--- src/rtl/keypad_pkg.sv ---
// keypad_pkg: shared types and constants for the 4x3 keypad scanner.
// Holds the FSM state enum, keypad geometry and the map-index-to-key-code helper.
package keypad_pkg;

  typedef enum logic [1:0] {
    IDLE     = 2'd0,
    DEBOUNCE = 2'd1,
    HELD     = 2'd2,
    RELEASE  = 2'd3
  } keypad_state_e;

  localparam int NUM_ROWS = 4;
  localparam int NUM_COLS = 3;
  localparam int MAP_W    = NUM_ROWS * NUM_COLS;

  localparam logic [3:0] KEY_STAR = 4'd10;
  localparam logic [3:0] KEY_HASH = 4'd11;

  // Map bit index is row*3+col. Rows 0..2 carry digits 1..9 in reading order;
  // the bottom row is '*', '0', '#'.
  function automatic logic [3:0] idx_to_code(input logic [3:0] idx);
    logic [3:0] code;
    case (idx)
      4'd9:    code = KEY_STAR;
      4'd10:   code = 4'd0;
      4'd11:   code = KEY_HASH;
      default: code = (idx < 4'd9) ? idx + 4'd1 : 4'd0;
    endcase
    return code;
  endfunction

endpackage

--- src/rtl/keypad_frame_decode.sv ---
// keypad_frame_decode: combinational decode of one 12-bit scan frame into a
// saturated pressed-key count (0, 1, 2 meaning "two or more") and the code of
// the lowest-indexed pressed key.
module keypad_frame_decode
  import keypad_pkg::*;
(
  input  logic [MAP_W-1:0] map_i,
  output logic [1:0]       n_o,
  output logic [3:0]       code_o
);

  logic found;

  // Walk the map from index 0 upward; the first set bit supplies the code and
  // the count stops growing once it reaches 2.
  always_comb begin
    n_o    = 2'd0;
    code_o = 4'd0;
    found  = 1'b0;
    for (int i = 0; i < MAP_W; i++) begin
      if (map_i[i]) begin
        if (!found) begin
          code_o = idx_to_code(4'(i));
        end
        found = 1'b1;
        if (n_o != 2'd2) begin
          n_o = n_o + 2'd1;
        end
      end
    end
  end

endmodule

--- src/rtl/keypad_scan_ctrl.sv ---
// keypad_scan_ctrl: row-scan sequencer and debounced key-event generator for
// the 4x3 door-lock keypad. One row is driven per dwell of SCAN_DIV cycles, the
// synchronized columns are sampled at the end of each dwell, and every 4-row
// frame is decoded and fed to a press/release debounce FSM.
// Optional feature macro: KEYPAD_REPEAT_EN adds auto-repeat key_valid pulses
// every REPEAT_SCANS frames while the accepted key stays the only key pressed.
module keypad_scan_ctrl
  import keypad_pkg::*;
#(
  parameter int SCAN_DIV       = 1000000,
  parameter int DEBOUNCE_SCANS = 4,
  parameter int REPEAT_SCANS   = 50
) (
  input  logic       clk,
  input  logic       init,
  input  logic [2:0] col,
  output logic [3:0] row,
  output logic [3:0] key_code,
  output logic       key_valid,
  output logic       key_held,
  output logic       scan_err
);

  localparam int CNT_W = (SCAN_DIV > 1) ? $clog2(SCAN_DIV) : 1;
  localparam int DB_W  = $clog2(DEBOUNCE_SCANS + 1);

  localparam logic [CNT_W-1:0] CNT_LAST  = CNT_W'(SCAN_DIV - 1);
  localparam logic [DB_W-1:0]  DB_TARGET = DB_W'(DEBOUNCE_SCANS);

  // Refuse to elaborate with parameter values the scanner cannot honour.
  if (SCAN_DIV < 4 || DEBOUNCE_SCANS < 1 || REPEAT_SCANS < 1) begin : g_bad_params
    $error("keypad_scan_ctrl: SCAN_DIV must be >= 4, DEBOUNCE_SCANS and REPEAT_SCANS >= 1");
  end

  logic [2:0]       col_meta_q, col_sync_q;
  logic [CNT_W-1:0] cnt_q, cnt_d;
  logic [1:0]       row_idx_q;
  logic [3:0]       row_q;
  logic [MAP_W-1:0] map_q, map_d;
  logic [MAP_W-1:0] frame_map;
  logic             tc, frame_end;
  logic [1:0]       n_w;
  logic [3:0]       code_w;
  logic             single_key, no_key;

  keypad_state_e    state_q;
  logic [3:0]       cand_q;
  logic [DB_W-1:0]  deb_cnt_q, rel_cnt_q;
  logic [3:0]       key_code_q;
  logic             key_valid_q, key_held_q, scan_err_q;

  // Two-flop synchronizer for the asynchronous column lines.
  always_ff @(posedge clk) begin
    if (init) begin
      col_meta_q <= '0;
      col_sync_q <= '0;
    end else begin
      col_meta_q <= col;
      col_sync_q <= col_meta_q;
    end
  end

  // Next dwell count and frame map: store the current row's sample at terminal
  // count, or clear the map when the frame completes.
  always_comb begin
    tc        = (cnt_q == CNT_LAST);
    frame_end = tc && (row_idx_q == 2'd3);
    cnt_d     = tc ? '0 : cnt_q + 1'b1;
    map_d     = map_q;
    if (frame_end) begin
      map_d = '0;
    end else if (tc) begin
      map_d[row_idx_q*NUM_COLS +: NUM_COLS] = col_sync_q;
    end
  end

  // The decoder sees the stored rows 0..2 plus the live bottom-row sample, so the
  // frame is complete on the very cycle it ends.
  assign frame_map = {col_sync_q, map_q[3*NUM_COLS-1:0]};

  keypad_frame_decode u_decode (
    .map_i  (frame_map),
    .n_o    (n_w),
    .code_o (code_w)
  );

  assign single_key = (n_w == 2'd1);
  assign no_key     = (n_w == 2'd0);

  // Dwell counter, row rotation and frame map storage.
  always_ff @(posedge clk) begin
    if (init) begin
      cnt_q     <= '0;
      row_idx_q <= 2'd0;
      row_q     <= 4'b0001;
      map_q     <= '0;
    end else begin
      cnt_q <= cnt_d;
      map_q <= map_d;
      if (tc) begin
        row_idx_q <= row_idx_q + 2'd1;
        row_q     <= {row_q[2:0], row_q[3]};
      end
    end
  end

`ifdef KEYPAD_REPEAT_EN
  localparam int REP_W = $clog2(REPEAT_SCANS + 1);
  localparam logic [REP_W-1:0] REP_TARGET = REP_W'(REPEAT_SCANS);
  logic [REP_W-1:0] rep_cnt_q;
`endif

  // Debounce FSM with registered key outputs; only frame ends move it.
  always_ff @(posedge clk) begin
    if (init) begin
      state_q     <= IDLE;
      cand_q      <= 4'd0;
      deb_cnt_q   <= '0;
      rel_cnt_q   <= '0;
      key_code_q  <= 4'd0;
      key_valid_q <= 1'b0;
      key_held_q  <= 1'b0;
      scan_err_q  <= 1'b0;
`ifdef KEYPAD_REPEAT_EN
      rep_cnt_q   <= '0;
`endif
    end else begin
      key_valid_q <= 1'b0;
      scan_err_q  <= 1'b0;
      if (frame_end) begin
        scan_err_q <= (n_w == 2'd2);
        case (state_q)
          IDLE: begin
            if (single_key) begin
              cand_q <= code_w;
              if (DEBOUNCE_SCANS == 1) begin
                key_code_q  <= code_w;
                key_valid_q <= 1'b1;
                key_held_q  <= 1'b1;
                state_q     <= HELD;
`ifdef KEYPAD_REPEAT_EN
                rep_cnt_q   <= '0;
`endif
              end else begin
                deb_cnt_q <= DB_W'(1);
                state_q   <= DEBOUNCE;
              end
            end
          end
          DEBOUNCE: begin
            if (!single_key) begin
              state_q <= IDLE;
            end else if (code_w != cand_q) begin
              cand_q    <= code_w;
              deb_cnt_q <= DB_W'(1);
            end else if (deb_cnt_q + 1'b1 == DB_TARGET) begin
              key_code_q  <= cand_q;
              key_valid_q <= 1'b1;
              key_held_q  <= 1'b1;
              state_q     <= HELD;
`ifdef KEYPAD_REPEAT_EN
              rep_cnt_q   <= '0;
`endif
            end else begin
              deb_cnt_q <= deb_cnt_q + 1'b1;
            end
          end
          HELD: begin
            if (no_key) begin
              if (DEBOUNCE_SCANS == 1) begin
                key_held_q <= 1'b0;
                state_q    <= IDLE;
              end else begin
                rel_cnt_q <= DB_W'(1);
                state_q   <= RELEASE;
              end
`ifdef KEYPAD_REPEAT_EN
              rep_cnt_q <= '0;
`endif
            end else begin
`ifdef KEYPAD_REPEAT_EN
              if (single_key && code_w == key_code_q) begin
                if (rep_cnt_q + 1'b1 == REP_TARGET) begin
                  key_valid_q <= 1'b1;
                  rep_cnt_q   <= '0;
                end else begin
                  rep_cnt_q <= rep_cnt_q + 1'b1;
                end
              end else begin
                rep_cnt_q <= '0;
              end
`endif
            end
          end
          RELEASE: begin
            if (no_key) begin
              if (rel_cnt_q + 1'b1 == DB_TARGET) begin
                key_held_q <= 1'b0;
                state_q    <= IDLE;
              end else begin
                rel_cnt_q <= rel_cnt_q + 1'b1;
              end
            end else begin
              state_q <= HELD;
            end
`ifdef KEYPAD_REPEAT_EN
            rep_cnt_q <= '0;
`endif
          end
          default: state_q <= IDLE;
        endcase
      end
    end
  end

  assign row       = row_q;
  assign key_code  = key_code_q;
  assign key_valid = key_valid_q;
  assign key_held  = key_held_q;
  assign scan_err  = scan_err_q;

endmodule

--- config.mk ---
export PLATFORM = sky130hd
export DESIGN_NAME = keypad_scan_ctrl
export DESIGN_NICKNAME = d
export VERILOG_FILES = /design/src/rtl/keypad_pkg.sv /design/src/rtl/keypad_frame_decode.sv /design/src/rtl/keypad_scan_ctrl.sv
export SDC_FILE = /design/constraint.sdc
export NUM_CORES = 1
export LEC_CHECK = 0
export ABC_CLOCK_PERIOD_IN_PS = 5700
export BUFFER_PORTS_ARGS = -buffer_cell sky130_fd_sc_hd__buf_2
export CAP_MARGIN = 20
export CORE_MARGIN = 2
export CORE_UTILIZATION = 55
export DETAILED_ROUTE_END_ITERATION = 10
export PLACE_DENSITY_LB_ADDON = 0.25
export SYNTH_ARGS = -nofsm -noshare
export SYNTH_HDL_FRONTEND = slang
export SYNTH_SLANG_ARGS = --single-unit
--- constraint.sdc ---
create_clock -name clk -period 5.7 [get_ports clk]
set_clock_uncertainty 0.15 [all_clocks]
set_input_delay 1.71 -clock clk [delete_from_list [all_inputs] [get_ports clk]]
set_output_delay 1.71 -clock clk [all_outputs]
set_load 0.03 [all_outputs]
==> results of run 1 <==
cells in the final DEF, fill, tap and decap left out, drive strengths merged, types with 14 or more instances in the layout:
| cell type | count |
|---|---|
| mux2i | 14 |
| a21oi | 28 |
| nand3 | 30 |
| dfxtp | 60 |
| ha | 16 |
| inv | 19 |
| o21ai | 18 |
| xor2 | 18 |
| buf | 24 |
| nor3 | 19 |
| nor2 | 73 |
| nand2 | 52 |
cells by family after synthesis:
kind of cell,count (synthesis)
and+or+nand+nor,258
AOI/OAI and AO/OA,115
DFF,60
xor gates and xnor gates,29
muxes,17
adders and majority gates,16
buffers and inverters,46
power groups by stage:
stage	clock network (uW)	registers, uW	logic (uW)
after floorplan	0	434	31.5
after global placement	0	437	34.0
after detailed placement	0	437	34.8
after CTS	360	427	34.9
after global routing	374	428	40.4
final	348	427	35.5
metrics by stage:
step	total power, uW	setup WS, ns	instance area (sq um)	setup TNS, ns
after floorplan	465.8	0.4416	4182	0
after global placement	471.0	0.3471	4307	0
after detailed placement	472.1	0.1997	4307	0
after CTS	822.1	0.1622	4489	0
after global routing	842.1	-0.009228	4587	-0.01462
final	810.6	0.2733	4587	0
worst register-to-register path: stages (launching register included):
cell and delay, ns:
dfxtp_1 0.41, inv_1 0.10, ha_2 0.43, nor4b_4 0.09, buf_4 0.18, a211oi_2 0.17, buf_4 0.16, nand3_1 0.10
o2111a_1 0.31, and3_1 0.26, nor3_4 0.31, nand3_1 0.22, a311oi_4 0.36, nor3_1 0.09, a21o_1 0.18, a22oi_1 0.16
xor2_1 0.11, ha_1 0.29, nor2_1 0.05, or2_4 0.26, or2_1 0.32, a311oi_2 0.27, mux2_1 0.34
Yosys cell counts (all sizes together), types with 2 or more instances:
master   number
and4          2
clkbuf       21
nor2         73
dfxtp        60
o21a          4
a31oi         7
nand4b        2
nand2b        5
mux2          3
and3         11
o211ai        4
or2           5
xor2         18
nor3b         3
o221ai        2
nand2        52
o31ai         5
nor3         19
a211o         5
a21oi        28
and2         10
a211oi        8
ha           16
o21ai        18
mux2i        14
a41oi         2
nor2b        13
buf           9
inv          15
o2111ai       2
a22oi         6
a21o          3
a221oi        4
o22ai         2
nor4b         3
nand4        13
xnor2        11
a311oi        4
nand3        30
nor4          8
or4           3
or3           5
state kept, by name (all words and copies together), names as in the netlist:
register	flops
cnt_q	20
map_q	9
cand_q	4
key_code	4
row	4
col_meta_q	3
col_sync_q	3
deb_cnt_q	3
rel_cnt_q	3
row_idx_q	2
state_q	2
key_held	1
key_valid	1
scan_err	1
timing repair:
action / 4_1_cts / 5_1_grt
setup endpoints to repair: 0 / 19
setup buffers: 0 / 1
endpoints found under the hold margin: 0 / 0
resized for setup: 0 / 17
final cells by class:
type | count | area, sq um
inverter | 16 | 60.06
tap | 99 | 123.9
fill | 671 | 2705
clock inverter | 7 | 58.81
clock buffer | 9 | 123.9
timing repair buffer | 24 | 142.6
multi-input combinational | 435 | 2875
sequential | 60 | 1202
routing by layer:
layer	up-vias	routed length [um]	GRT usage, %
met2	113	3873	32.47
met5	-	0	0
met3	17	410	3.568
met4	0	163	8.712
met1	1762	4509	30.58
li1	1969	-	-
worst paths after layout:
path,startpoint,endpoint,slack [ns],cells past startpoint
max reg2reg,map_q[1],state_q[0],0.27,22
min reg2reg,col_meta_q[0],col_sync_q[0],0.29,1
max,map_q[1],state_q[0],0.27,22
min,col_meta_q[0],col_sync_q[0],0.29,1
==> metrics.yaml, run 1 <==
run_status:
  outcome: "completed"
cells_and_area:
  fin_cells: 650
  finalNetCount: 567
  syn_to_final_growth_pct: 9.695
  final_core_util_pct: 62.90
  layout-drive-gt1-share_pct: 13.43
  antenna_cells: 0
power:
  p_int_uw: 600.2
  p_seq_share_pct: 52.7
  p_sw_share_pct: 25.95
  power_leakage_uw: 0.001680
  power.density_nw_per_um2: 176.7
  p_comb_share_pct: 4.4
  clock_power_share_pct: 42.9
  irDropWorstVdd_mv: 0.2589
  p_sw_uw: 210.4
floorplanning:
  initial_core_util_pct: 57.34
  die_y_um: 91.20
  fp.coreArea_sq_um: 7292
  io-pin-count: 16
  die_area_sq_um: 8317
  die_w_um: 91.20
  fp-row-count: 31
sta:
  hold_slack_ns: 0.2942
  setup_viol: 0
  drv_slew: 0
  worstMarginPinSlew_ns: 0.7488
  timing.final.crit_share_pct: 95.21
  slew_headroom_pct: 50.01
  fin_crit_ns: 5.427
  fmax_ghz: 0.1843
  hold_viol_final: 0
logic_synthesis:
  synth.net_count: 562
  synthSimpleGateAreaFrac_pct: 32.08
  ys_seq_elements: 60
  synth_edf_count: 0
  yosys.area_share.adder_pct: 4.788
  yosys_warnings: 0
  synth_compound_area_share_pct: 19.33
  synthMuxAreaShare_pct: 4.249
  synth_top_family_by_area: "simple AND/OR/NAND/NOR gates"
  synth_area_leaders: "dfxtp_1 (29%), nor2_1 (6.5%), ha_1 (4.8%)"
  synth-main-ff-cell: "dfxtp_1"
  ys_seq_area_share_pct: 28.73
  netlist.top_cell.by_area: "dfxtp_1"
  syn_area_sq_um: 4182
  avgSynthCellArea_sq_um: 7.729
  yosysTopAreaCellShare_pct: 28.73
  synth_xor_area_share_pct: 6.074
  syn_inst: 541
  synth-async-reset-ratio_pct: 0
  synth_cell_type_count: 76
cts:
  clk_latency_ns: 0.34
  cts_made_buffers: 9
  clk_path_buf_depth: 2
  clkTransAtPathRegs_ns: 0.07
  htreeDepth: 3
  clock_sinks: 60
  postCtsHoldBufs: 0
  clockRootBuffer: "clkbuf_8"
  cts_tree: "yes"
worst_setup_path:
  critPathKind: "flop to flop"
  crit_chain: "inv_1 > ha_2 > nor4b_4 > buf_4 > a211oi_2 > buf_4 > nand3_1 > o2111a_1 > and3_1 > nor3_4 > nand3_1 > a311oi_4 > nor3_1 > a21o_1 > a22oi_1 > xor2_1 > ha_1 > nor2_1 > or2_4 > or2_1 > a311oi_2 > mux2_1"
  max_stage_delay_ns: 0.43
  crit_buf_inv: 3
  endpoint_kind: "flop"
  crit_family: "simple AND/OR/NAND/NOR gates"
  critPathSlowestCell: "ha_2"
  worstPathMaxFanout: 7
  cp.arrival_ns: 5.50
  cp.required_ns: 5.77
  start_kind: "flop"
routing:
  route.vias.total: 3861
  first_iter_violations: 285
  drtAntennaViolNets: 0
  wire_per_inst_um: 13.78
  drc: 0
  routed_wl_mm: 8.957
  viasPerCell: 5.940
  firstDrtPassIters: 4
global_routing:
  overflow: 0
  gr-usage-all-layers_pct: 21.54
  grt_max_degree: 33
  antenna_found_initial: 0
  grt_pass1_wl_mm: 15.18
  grt_pass1_vias: 3479
job:
  maxCapViolations: 0
placed_design:
  port-buffer-count: 15
  hpwl_mm: 6.414
  gp_congestion: 0.8723
  place_inst: 633
hold_path:
  hp-class: "flop to flop"
Note: power is estimated with default switching activity, not from simulation.
==> run 2, diff against run 1 <==
--- a/config.mk
+++ b/config.mk
@@ -5,7 +5,7 @@
 export SDC_FILE = /design/constraint.sdc
 export NUM_CORES = 1
 export LEC_CHECK = 0
-export ABC_CLOCK_PERIOD_IN_PS = 5700
+export ABC_CLOCK_PERIOD_IN_PS = 5200
 export BUFFER_PORTS_ARGS = -buffer_cell sky130_fd_sc_hd__buf_2
 export CAP_MARGIN = 20
 export CORE_MARGIN = 2
==> constraint.sdc (replaced) <==
create_clock -name clk -period 5.2 [get_ports clk]
set_clock_uncertainty 0.15 [all_clocks]
set_input_delay 1.56 -clock clk [delete_from_list [all_inputs] [get_ports clk]]
set_output_delay 1.56 -clock clk [all_outputs]
set_load 0.03 [all_outputs]
==> metrics.yaml, run 2 (synthesis gave the netlist of run 1 again) <==
global_routing:
  gr-usage-all-layers_pct: 23.11  # was 21.54%
  grt_max_degree: 33  # unchanged
  antenna_found_initial: 0  # unchanged
  grt_pass1_wl_mm: 16.18  # was 15.18 mm
  overflow: 0  # unchanged
  grt_pass1_vias: 3676  # was 3479
placed_design:
  hpwl_mm: 6.663  # was 6.414 mm
  dpl_cell_area_sq_um: 4387  # was 4307 sq um
  pre_cts_ws_ns: -0.03202  # was 0.1997 ns
  port-buffer-count: 15  # unchanged
  gp_congestion: 0.8928  # was 0.8723
power:
  irDropWorstVdd_mv: 0.3308  # was 0.2589 mV
  power_leakage_uw: 0.001828  # was 0.001680 uW
  power.density_nw_per_um2: 180.1  # was 176.7 nW/um^2
routing:
  routed_wl_mm: 9.748  # was 8.957 mm
  route.vias.total: 4056  # was 3861
  wire_per_inst_um: 14.42  # was 13.78 um
  viasPerCell: 6.000  # was 5.940
  first_iter_violations: 228  # was 285
  drtAntennaViolNets: 0  # unchanged
  drc: 0  # unchanged
  firstDrtPassIters: 5  # was 4
hold_path:
  hold_path_end: "col_sync_q[2]"  # was col_sync_q[0]
  hold_depth: 1  # unchanged
  worstHoldStart: "col_meta_q[2]"  # was col_meta_q[0]
  hp-class: "flop to flop"  # unchanged
sta:
  drv_slew: 0  # unchanged
  slew_headroom_pct: 44.85  # was 50.01%
  worstMarginPinSlew_ns: 0.8242  # was 0.7488 ns
  finalSetupTns_ns: 0  # unchanged
  setup_viol: 0  # unchanged
  fmax_ghz: 0.1981  # was 0.1843 GHz
  fin_ws_ns: 0.1521  # was 0.2733 ns
  hold_viol_final: 0  # unchanged
  fin_crit_ns: 5.048  # was 5.427 ns
  timing.final.crit_share_pct: 97.08  # was 95.21%
worst_setup_path:
  endpoint_kind: "flop"  # unchanged
  critPathKind: "flop to flop"  # unchanged
  timing.rr.end: "state_q[0]"  # unchanged
  timing.rr.start: "map_q[0]"  # was map_q[1]
  start_kind: "flop"  # unchanged
  r2r_cells: 21  # was 22
  ff2ff_setup_slack_ns: 0.15  # was 0.27 ns
  cp.required_ns: 5.28  # was 5.77 ns
  worstPathMaxFanout: 5  # was 7
  cp.arrival_ns: 5.12  # was 5.50 ns
cts:
  clk_latency_ns: 0.34  # about the same
  clkTransAtPathRegs_ns: 0.07  # about the same
  cts_made_buffers: 9  # unchanged
  postCtsHoldBufs: 0  # unchanged
  cts_tree: "yes"  # unchanged
  htreeDepth: 3  # unchanged
  clockRootBuffer: "clkbuf_8"  # unchanged
  clock_sinks: 60  # unchanged
  clk_path_buf_depth: 2  # unchanged
floorplanning:
  die_area_sq_um: 8317  # unchanged
  initial_core_util_pct: 57.34  # unchanged
  fp-row-count: 31  # unchanged
  die_y_um: 91.20  # unchanged
  io-pin-count: 16  # unchanged
  die_w_um: 91.20  # unchanged
  fp.coreArea_sq_um: 7292  # unchanged
cells_and_area:
  nFillCells: 645  # was 671
  final_cell_mix: "nor2_1 (70), dfxtp_1 (57), nand2_1 (51)"  # was nor2_1 (71), dfxtp_1 (59), nand2_1 (52)
  layout.area.seq_sq_um: 1205  # was 1202 sq um
  final_common_cell: "nor2_1"  # unchanged
  syn_to_final_growth_pct: 17.50  # was 9.695%
  antenna_cells: 0  # unchanged
  top_register: "cnt_q"  # unchanged
  final_core_util_pct: 67.38  # was 62.90%
  largest_reg_flops: 20  # unchanged
  layout-drive-gt1-share_pct: 20.80  # was 13.43%
  multi_input_area_sq_um: 3008  # was 2875 sq um
  finalNetCount: 593  # was 567
  top_regs: "cnt_q x20, map_q x9"  # unchanged
  fin_area_sq_um: 4913  # was 4587 sq um
run_status:
  outcome: "completed"  # unchanged
job:
  maxCapViolations: 0  # unchanged
==> run 2: worst max path at each step <==
stage	start	endpoint	slack (ns)	cells past startpoint
after floorplan	map_q[0]	state_q[0]	0.01	21
after global placement	map_q[0]	rel_cnt_q[2]	0.07	20
after detailed placement	map_q[0]	deb_cnt_q[1]	-0.03	21
after CTS	map_q[0]	rel_cnt_q[2]	0.006	20
after global routing	map_q[0]	state_q[0]	-0.11	22
final	map_q[0]	state_q[0]	0.15	21
==> run 2: metal layers <==
layer | up-vias | wire [um] | track usage (%)
met4 | 0 | 175 | 8.586
met3 | 18 | 478 | 3.568
met2 | 125 | 4680 | 37.47
met5 | - | 0 | 0
met1 | 1900 | 4414 | 31.03
li1 | 2013 | - | -
==> run 2: area by class of cell <==
cell class | instances | area share (%)
Clock inverter | 5 | 0.7639
Multi-Input combinational cell | 435 | 61.22
Timing Repair Buffer | 50 | 6.875
Inverter | 16 | 1.222
Sequential cell | 60 | 24.52
Clock buffer | 11 | 2.878
Tap cell | 99 | 2.521
==> run 2: timing repair <==
item,CTS,global route
cloned,0,0
setup endpoints to repair,4,19
setup buffers,2,15
pin swaps,1,20
resized for setup,3,44
==> run 2: critical path: stages (launching register included) <==
cell      delay, ns
dfxtp_2        0.33
inv_2          0.05
ha_4           0.26
nor3b_4        0.16
a211oi_2       0.23
buf_4          0.15
nand3_1        0.13
o2111a_2       0.34
and3_1         0.26
or3_4          0.44
a31oi_4        0.20
o221ai_4       0.13
nor3_2         0.20
a21o_1         0.15
a22oi_2        0.05
xor2_1         0.17
ha_1           0.32
nor2_2         0.05
or2_4          0.28
or2_4          0.26
a311oi_2       0.26
mux2_1         0.34
==> run 2: report_power, final <==
part / total, uW / switching, uW / internal [uW]
Sequential: 469 / 5.40 / 464
Clock: 370 / 184 / 186
Combinational: 46.3 / 26.8 / 19.4
Total: 885 / 216 / 669
==> run 2: through the flow <==
stage / hold WS [ns] / power [uW] / std cells
final: 0.2853 / 885.2 / 676
after global placement: 0.2682 / 518.9 / 643
after global routing: 0.3188 / 917.5 / 676
after detailed placement: 0.2739 / 520.2 / 643
after floorplan: 0.2638 / 510.6 / 541
after CTS: 0.2896 / 890.4 / 661
